`src/rtl/uart_tx.sv`:
```
// UART transmitter: accepts one word per valid/ready handshake and
// serialises it as start bit, LSB-first data, optional parity and
// one or two stop bits, with an internal bit-period counter.
module uart_tx #(
  parameter int CLKS_PER_BIT = 2083,
  parameter int DATA_BITS    = 8,
  parameter int PARITY_EN    = 0,
  parameter int PARITY_ODD   = 0,
  parameter int STOP_BITS    = 1
) (
  input  logic                 clk,
  input  logic                 rstn,
  input  logic                 tx_valid,
  input  logic [DATA_BITS-1:0] tx_data,
  output logic                 tx_ready,
  output logic                 tx_busy,
  output logic                 tx_done,
  output logic                 tx
);

  // Counter must hold 0..CLKS_PER_BIT-1; guard the width for degenerate values.
  localparam int              CNT_W     = (CLKS_PER_BIT > 1) ? $clog2(CLKS_PER_BIT) : 1;
  localparam logic [CNT_W-1:0] CNT_MAX  = CNT_W'(CLKS_PER_BIT - 1);
  localparam logic [2:0]      LAST_DATA = 3'(DATA_BITS - 1);
  localparam logic [2:0]      LAST_STOP = 3'(STOP_BITS - 1);

  // Parameter sanity checks, reported at elaboration.
  if (CLKS_PER_BIT < 2) begin : g_bad_cpb
    $error("uart_tx: CLKS_PER_BIT must be >= 2");
  end
  if (DATA_BITS < 5 || DATA_BITS > 8) begin : g_bad_db
    $error("uart_tx: DATA_BITS must be 5..8");
  end
  if (STOP_BITS != 1 && STOP_BITS != 2) begin : g_bad_sb
    $error("uart_tx: STOP_BITS must be 1 or 2");
  end

  typedef enum logic [2:0] {
    S_IDLE,
    S_START,
    S_DATA,
    S_PARITY,
    S_STOP
  } state_t;

  state_t               state_reg,  state_next;
  logic [CNT_W-1:0]     cnt_reg,    cnt_next;
  logic [2:0]           idx_reg,    idx_next;
  logic [DATA_BITS-1:0] shift_reg,  shift_next;
  logic                 parity_reg, parity_next;
  logic                 tx_reg,     tx_next;
  logic                 done_reg,   done_next;
  logic                 bit_end;

  assign bit_end = (cnt_reg == CNT_MAX);

  // State, counters and the registered line; reset forces an idle-high line.
  always_ff @(posedge clk or negedge rstn) begin
    if (!rstn) begin
      state_reg  <= S_IDLE;
      cnt_reg    <= '0;
      idx_reg    <= '0;
      shift_reg  <= '0;
      parity_reg <= 1'b0;
      tx_reg     <= 1'b1;
      done_reg   <= 1'b0;
    end else begin
      state_reg  <= state_next;
      cnt_reg    <= cnt_next;
      idx_reg    <= idx_next;
      shift_reg  <= shift_next;
      parity_reg <= parity_next;
      tx_reg     <= tx_next;
      done_reg   <= done_next;
    end
  end

  // Next-state logic; the line value is derived from the state being entered
  // so tx changes on the same edge as the state.
  always_comb begin
    state_next  = state_reg;
    cnt_next    = cnt_reg;
    idx_next    = idx_reg;
    shift_next  = shift_reg;
    parity_next = parity_reg;
    done_next   = 1'b0;
    tx_next     = 1'b1;

    if (state_reg != S_IDLE) begin
      cnt_next = bit_end ? '0 : cnt_reg + CNT_W'(1);
    end

    case (state_reg)
      S_IDLE: begin
        if (tx_valid) begin
          state_next  = S_START;
          shift_next  = tx_data;
          parity_next = (^tx_data) ^ (PARITY_ODD != 0);
          cnt_next    = '0;
          idx_next    = '0;
        end
      end
      S_START: begin
        if (bit_end) begin
          state_next = S_DATA;
          idx_next   = '0;
        end
      end
      S_DATA: begin
        if (bit_end) begin
          shift_next = shift_reg >> 1;
          if (idx_reg == LAST_DATA) begin
            idx_next   = '0;
            state_next = (PARITY_EN != 0) ? S_PARITY : S_STOP;
          end else begin
            idx_next = idx_reg + 3'd1;
          end
        end
      end
      S_PARITY: begin
        if (bit_end) begin
          state_next = S_STOP;
          idx_next   = '0;
        end
      end
      S_STOP: begin
        if (bit_end) begin
          if (idx_reg == LAST_STOP) begin
            state_next = S_IDLE;
            idx_next   = '0;
            done_next  = 1'b1;
          end else begin
            idx_next = idx_reg + 3'd1;
          end
        end
      end
      default: state_next = S_IDLE;
    endcase

    case (state_next)
      S_START:  tx_next = 1'b0;
      S_DATA:   tx_next = shift_next[0];
      S_PARITY: tx_next = parity_next;
      default:  tx_next = 1'b1;
    endcase
  end

  assign tx       = tx_reg;
  assign tx_done  = done_reg;
  assign tx_ready = (state_reg == S_IDLE);
  assign tx_busy  = ~tx_ready;

endmodule

```
`config.mk`:
```
export PLATFORM = sky130hd
export DESIGN_NAME = uart_tx
export DESIGN_NICKNAME = d
export VERILOG_FILES = /design/src/rtl/uart_tx.sv
export SDC_FILE = /design/constraint.sdc
export NUM_CORES = 1
export LEC_CHECK = 0
export CAP_MARGIN = 30
export CORE_UTILIZATION = 25
export CTS_CLUSTER_SIZE = 25
export DETAILED_ROUTE_END_ITERATION = 12
export GPL_ROUTABILITY_DRIVEN = 0
export HOLD_SLACK_MARGIN = 0.06
export PLACE_DENSITY_LB_ADDON = 0.08
export SYNTH_ARGS = -nofsm -noshare
export SYNTH_HDL_FRONTEND = slang
export SYNTH_SLANG_ARGS = --single-unit
```
`constraint.sdc`:
```
create_clock -name clk -period 2.2 [get_ports clk]
set_input_delay 0.66 -clock clk [delete_from_list [all_inputs] [get_ports clk]]
set_output_delay 0.66 -clock clk [all_outputs]
set_load 0.01 [all_outputs]
```
==> results.json, run 1 <==
{
  "num_rows": 29,
  "criticalPathCategory": "flip-flop to output pin",
  "grt_pass1_vias": 1343,
  "grt_first_pass_wirelength_um": 6800,
  "rr_startpoint": "cnt_reg[6]$_DFF_PN0_",
  "post-synth-top-count-cell": "dfrtp_1",
  "area_growth_pct": 27.5,
  "cp.required_ns": 1.54,
  "hold_viol_final": 0,
  "grt.overflow.total": 0,
  "leakagePower_nw": 0.899,
  "cts_root_buf": "clkbuf_8",
  "pin_count": 15,
  "start_util": 0.260,
  "setup_ws_ns": 0.0567,
  "nets": 219,
  "synth_top_area_share": 0.424,
  "synth-seq-area-share": 0.440,
  "clk_path_buf_depth": 2,
  "syn-num-nets": 186,
  "synthArstFlopShare": 1.00,
  "synth_common_cells": "28 x dfrtp_1, 20 x o21ai_0, 16 x nand2_1",
  "cp.arrival_ns": 1.48,
  "outcome": "finished, final reports clean",
  "finalCritPeriodShare": 0.974,
  "synth-main-ff-cell": "dfrtp_1",
  "crit_path_max_fanout": 3,
  "largest_register_ff_count": 12,
  "cts_max_level": 2,
  "antenna_found_initial": 0,
  "vias": 1356,
  "hp-class": "flip-flop to flip-flop",
  "finalMaxSlewViolations": 0,
  "clk_latency_ns": 0.28,
  "wl_per_cell_um": 13.7,
  "core-area_mm2": 0.00635,
  "dr_wl_met3_um": 122,
  "clock.fmax_mhz": 467,
  "fill_cells": 648,
  "hold_slack_ns": 0.478,
  "portBuffers": 14,
  "clkTransAtPathRegs_ns": 0.06,
  "tns_ns": 0,
  "cts_num_sinks": 29,
  "multiInputGateArea_um2": 890,
  "synthCells": 170,
  "wl_um": 3850,
  "synth.distinct_cells": 39,
  "min_period_ns": 2.14,
  "grt_usage": 0.124,
  "die_h_um": 83.3,
  "drc": 0,
  "synth_area_leaders": "dfrtp_1 42%, o21ai_0 6.1%, a22o_1 4.2%, xnor2_1 4.2%, ha_1 3.8%",
  "postCtsSetupBuffers": 0,
  "critPathCaptureType": "output pin",
  "route.met2.wl_um": 1670,
  "worst_pin_slew_ns": 0.420,
  "ys_seq_elements": 29,
  "final.setup_skew_ns": 0.00284,
  "finalSetupViolCount": 0,
  "cts_inserted_buffers": 5,
  "diodes": 0,
  "critPathLaunch": "state_reg[2]$_DFF_PN0_",
  "yosys_warnings": 0,
  "drt-met1-wl_um": 1990,
  "r2r_slack_ns": 0.10,
  "synth_area_per_cell_um2": 9.72,
  "die_x_um": 83.3,
  "powerDensity_mw_per_mm2": 883,
  "dieArea_mm2": 0.00694,
  "syn_area_mm2": 0.00165,
  "cap_violations": 0,
  "pre_cts_slack_ns": 0.0735,
  "yosysTopAreaCell": "dfrtp_1",
  "vias_per_cell": 4.83,
  "drive_gt1_frac": 0.191,
  "relSlewSlack": 0.718,
  "highest_layer": "met4",
  "detail-route-antenna-nets": 0,
  "cp-start-kind": "flip-flop",
  "synth_enable_flop_cells": 0,
  "grt_max_degree": 30,
  "drt_first_iter_violations": 61,
  "vdd_drop_max_v": 0.000354,
  "dr.pass1.iters": 4,
  "ff_latch_area_um2": 727,
  "min-delay-start": "shift_reg[6]$_DFFE_PN0P_",
  "dp_hpwl_um": 2890,
  "cts_tree": "done"
}
final timing paths:
path / to / cells past startpoint
setup / recovery: tx_busy / 3
hold / removal: shift_reg[6]$_DFFE_PN0P_ / 1
setup reg to reg: tx$_DFF_PN1_ / 5
hold reg to reg: shift_reg[6]$_DFFE_PN0P_ / 1
max in group asynchronous: tx$_DFF_PN1_ / 2
min in group asynchronous: idx_reg[1]$_DFFE_PN0P_ / 2
cell usage in the layout (no fill, tap or decap), types with 3 or more instances in the layout:
cell / instances
dfrtp_1: 28
ha_1: 5
o21ai_0: 20
xnor2_1: 8
a31oi_1: 4
a22o_1: 8
a21oi_1: 3
nor3_1: 4
nand2_1: 16
clkdlybuf4s50_1: 12
buf_4: 19
nand3_1: 3
mux2i_1: 3
inv_1: 6
nor2_1: 12
nand2b_1: 3
clkbuf_8: 6
a21o_1: 6
nor2b_1: 4
routing by layer:
layer	global-route usage	up-vias
met5	0	-
met4	0.0470	0
met3	0.0308	7
met2	0.178	20
met1	0.179	643
li1	-	686
cells by family after synthesis:
| kind of cell | count (synthesis) | share of synthesized area |
|---|---|---|
| simple gates | 62 | 0.225 |
| compound gates | 49 | 0.198 |
| flops | 29 | 0.440 |
| buf+inv | 13 | 0.0311 |
| xor+xnor | 8 | 0.0424 |
| fa+ha+maj | 5 | 0.0379 |
| mux | 4 | 0.0250 |
report_power, final:
part	internal [W]	leakage, nW	total, W	switching, W
Sequential	0.000690	0.373	0.000787	0.0000970
Combinational	0.000299	0.481	0.000614	0.000315
Clock	0.000255	0.0455	0.000459	0.000204
Total	0.00124	0.899	0.00186	0.000616
area by class of cell:
class / instances / share of cell area
repair buffers: 33 / 0.133
flip-flops and latches: 29 / 0.345
multi-input cells: 128 / 0.422
well taps: 77 / 0.0458
inverters: 6 / 0.0107
clock buffers: 8 / 0.0428
repair_timing:
| action | 4_1_cts | 5_1_grt |
|---|---|---|
| endpoints found under the setup margin | 2 | 8 |
| resized for setup | 2 | 2 |
| gates cloned | 0 | 0 |
| hold buffers | 0 | 0 |
worst max-delay path, stage by stage (launching register included):
cell           delay, ns
dfrtp_1             0.38
or3_4               0.39
buf_4               0.16
dlygate4sd2_1       0.28
metrics by stage:
step / util / instances / area, µm² / total power, W
after floorplan: - / 170 / 1650 / 0.00118
after CTS: 0.330 / 281 / 2100 / 0.00189
final: 0.332 / 281 / 2110 / 0.00186
after global placement: 0.316 / 273 / 2010 / 0.00141
after detailed placement: 0.316 / 273 / 2010 / 0.00142
after global routing: 0.332 / 281 / 2110 / 0.00201
(Power assumes the default switching activity.)
==> run 2, diff against run 1 <==
GPL_TIMING_DRIVEN = 1   (was unset)
SETUP_SLACK_MARGIN = 0.1   (was unset)
SKIP_LAST_GASP = 1   (was unset)
==> run 2 against run 1 <==
Final cell count rose by 0.71%. Cell area rose by 0.77%. Sequential cell count is the same. Sequential power hardly changed. Die area did not move. Power up 2.0%. Clock power about the same. Non-clock buffer count increased by 2. Routed wire length is 1.2% higher. First-iteration DRC count grew 3.3%. Worst setup slack improved by 0.076 ns.
==> results.json, run 2 (synthesis gave the netlist of run 1 again) <==
{
  "outcome": "finished, final reports clean",
  "cts_tree": "done",
  "die_h_um": 83.3,
  "cp-start-kind": "flip-flop",
  "wl_um": 3890,
  "diodes": 0,
  "clkTransAtPathRegs_ns": 0.06,
  "cp.arrival_ns": 2.28,
  "cp.required_ns": 2.41,
  "worstPathCellList": "or4b_4, or4_4, o211ai_2, nand4b_1, a22o_1",
  "cpPeakStageDelay_ns": 0.59,
  "setup_ws_ns": 0.133,
  "nets": 221,
  "cap_violations": 0,
  "vias": 1373,
  "dp_hpwl_um": 2890,
  "clock.fmax_mhz": 484,
  "num_rows": 29,
  "finalSetupViolCount": 0,
  "holdBufCountCts": 0,
  "path_delay_family": "simple AND/OR/NAND/NOR gates",
  "rsz0062_at_grt": "true",
  "cts_root_buf": "clkbuf_8",
  "grt_pass1_vias": 1350,
  "largest_register_ff_count": 12,
  "relSlewSlack": 0.699,
  "min_period_ns": 2.07,
  "cts_num_sinks": 29,
  "critPathCaptureType": "flip-flop",
  "worst_pin_slew_ns": 0.448,
  "tns_ns": 0,
  "crit_path_max_fanout": 5,
  "portBuffers": 14,
  "clk_path_buf_depth": 2,
  "pre_cts_slack_ns": 0.0735,
  "cts_inserted_buffers": 5,
  "finalMaxSlewViolations": 0,
  "wl_per_cell_um": 13.8,
  "final_common_cell": "dfrtp_1",
  "criticalPathCategory": "flip-flop to flip-flop",
  "dr.pass1.iters": 4,
  "dieArea_mm2": 0.00694,
  "final_cell_mix": "28 x dfrtp_1, 21 x buf_4, 20 x o21ai_0",
  "final.setup_skew_ns": 0.00280,
  "vdd_drop_max_v": 0.000354,
  "core-area_mm2": 0.00635,
  "die_x_um": 83.3,
  "antenna_found_initial": 0,
  "leakagePower_nw": 0.906,
  "drt_first_iter_violations": 63,
  "hold_viol_final": 0,
  "clk_latency_ns": 0.28,
  "pin_count": 15,
  "drc": 0,
  "detail-route-antenna-nets": 0,
  "cp_num_buf_inv": 0,
  "grt_first_pass_wirelength_um": 6830,
  "hp-class": "flip-flop to flip-flop",
  "drive_gt1_frac": 0.218,
  "grt_usage": 0.125,
  "start_util": 0.260,
  "cp_slowest_cell": "or4b_4",
  "grt_max_degree": 30,
  "vias_per_cell": 4.85,
  "powerDensity_mw_per_mm2": 894,
  "grt.overflow.total": 0,
  "cts_max_level": 2,
  "area_growth_pct": 28.5,
  "finalCritPeriodShare": 0.939
}
## run 2: area by class of cell
type	count	area, µm²
Fill cell	646	4230
Multi-Input combinational cell	128	898
Sequential cell	29	727
Timing Repair Buffer	35	288
Tap cell	77	96.3
Clock buffer	8	90.1
Inverter	6	22.5
## run 2: routing by layer
metal  part of all wire  vias to the layer above  global-route usage
met4              0.019                        0              0.0470
met3              0.034                        9              0.0308
li1                   -                      688                   -
met2               0.43                       27               0.179
met5                  0                        -                   0
met1               0.51                      649               0.179
## run 2: repair_timing
item,in CTS,in global routing
setup endpoints to repair,10,10
gates resized for setup,7,4
setup buffers,1,1
pin swaps,1,2
## run 2: final timing paths
path                                           from  slack, ns                  endpoint  cells after the start
setup / recovery               cnt_reg[8]$_DFF_PN0_       0.13              tx$_DFF_PN1_                      5
hold / removal             shift_reg[6]$_DFFE_PN0P_       0.48  shift_reg[6]$_DFFE_PN0P_                      1
max in group asynchronous                      rstn       1.11              tx$_DFF_PN1_                      2
min in group asynchronous                      rstn       0.76    idx_reg[1]$_DFFE_PN0P_                      2
hold reg to reg            shift_reg[6]$_DFFE_PN0P_       0.48  shift_reg[6]$_DFFE_PN0P_                      1
setup reg to reg               cnt_reg[8]$_DFF_PN0_       0.13              tx$_DFF_PN1_                      5
## run 2: power breakdown
| part | switching, W | total (W) | internal (W) |
|---|---|---|---|
| clock network | 0.000204 | 0.000459 | 0.000255 |
| registers | 0.0000976 | 0.000788 | 0.000690 |
| logic | 0.000323 | 0.000650 | 0.000327 |
| total | 0.000625 | 0.00190 | 0.00127 |
## run 2: metrics by stage
stage	total power, W	cell area, µm²	utilization	hold WS (ns)	std cells
final	0.00190	2120	0.334	0.478	283
after CTS	0.00190	2110	0.332	0.481	282
after floorplan	0.00118	1650	-	0.364	170
after detailed placement	0.00142	2010	0.316	0.466	273
after global routing	0.00204	2120	0.334	0.506	283
after global placement	0.00141	2010	0.316	0.461	273
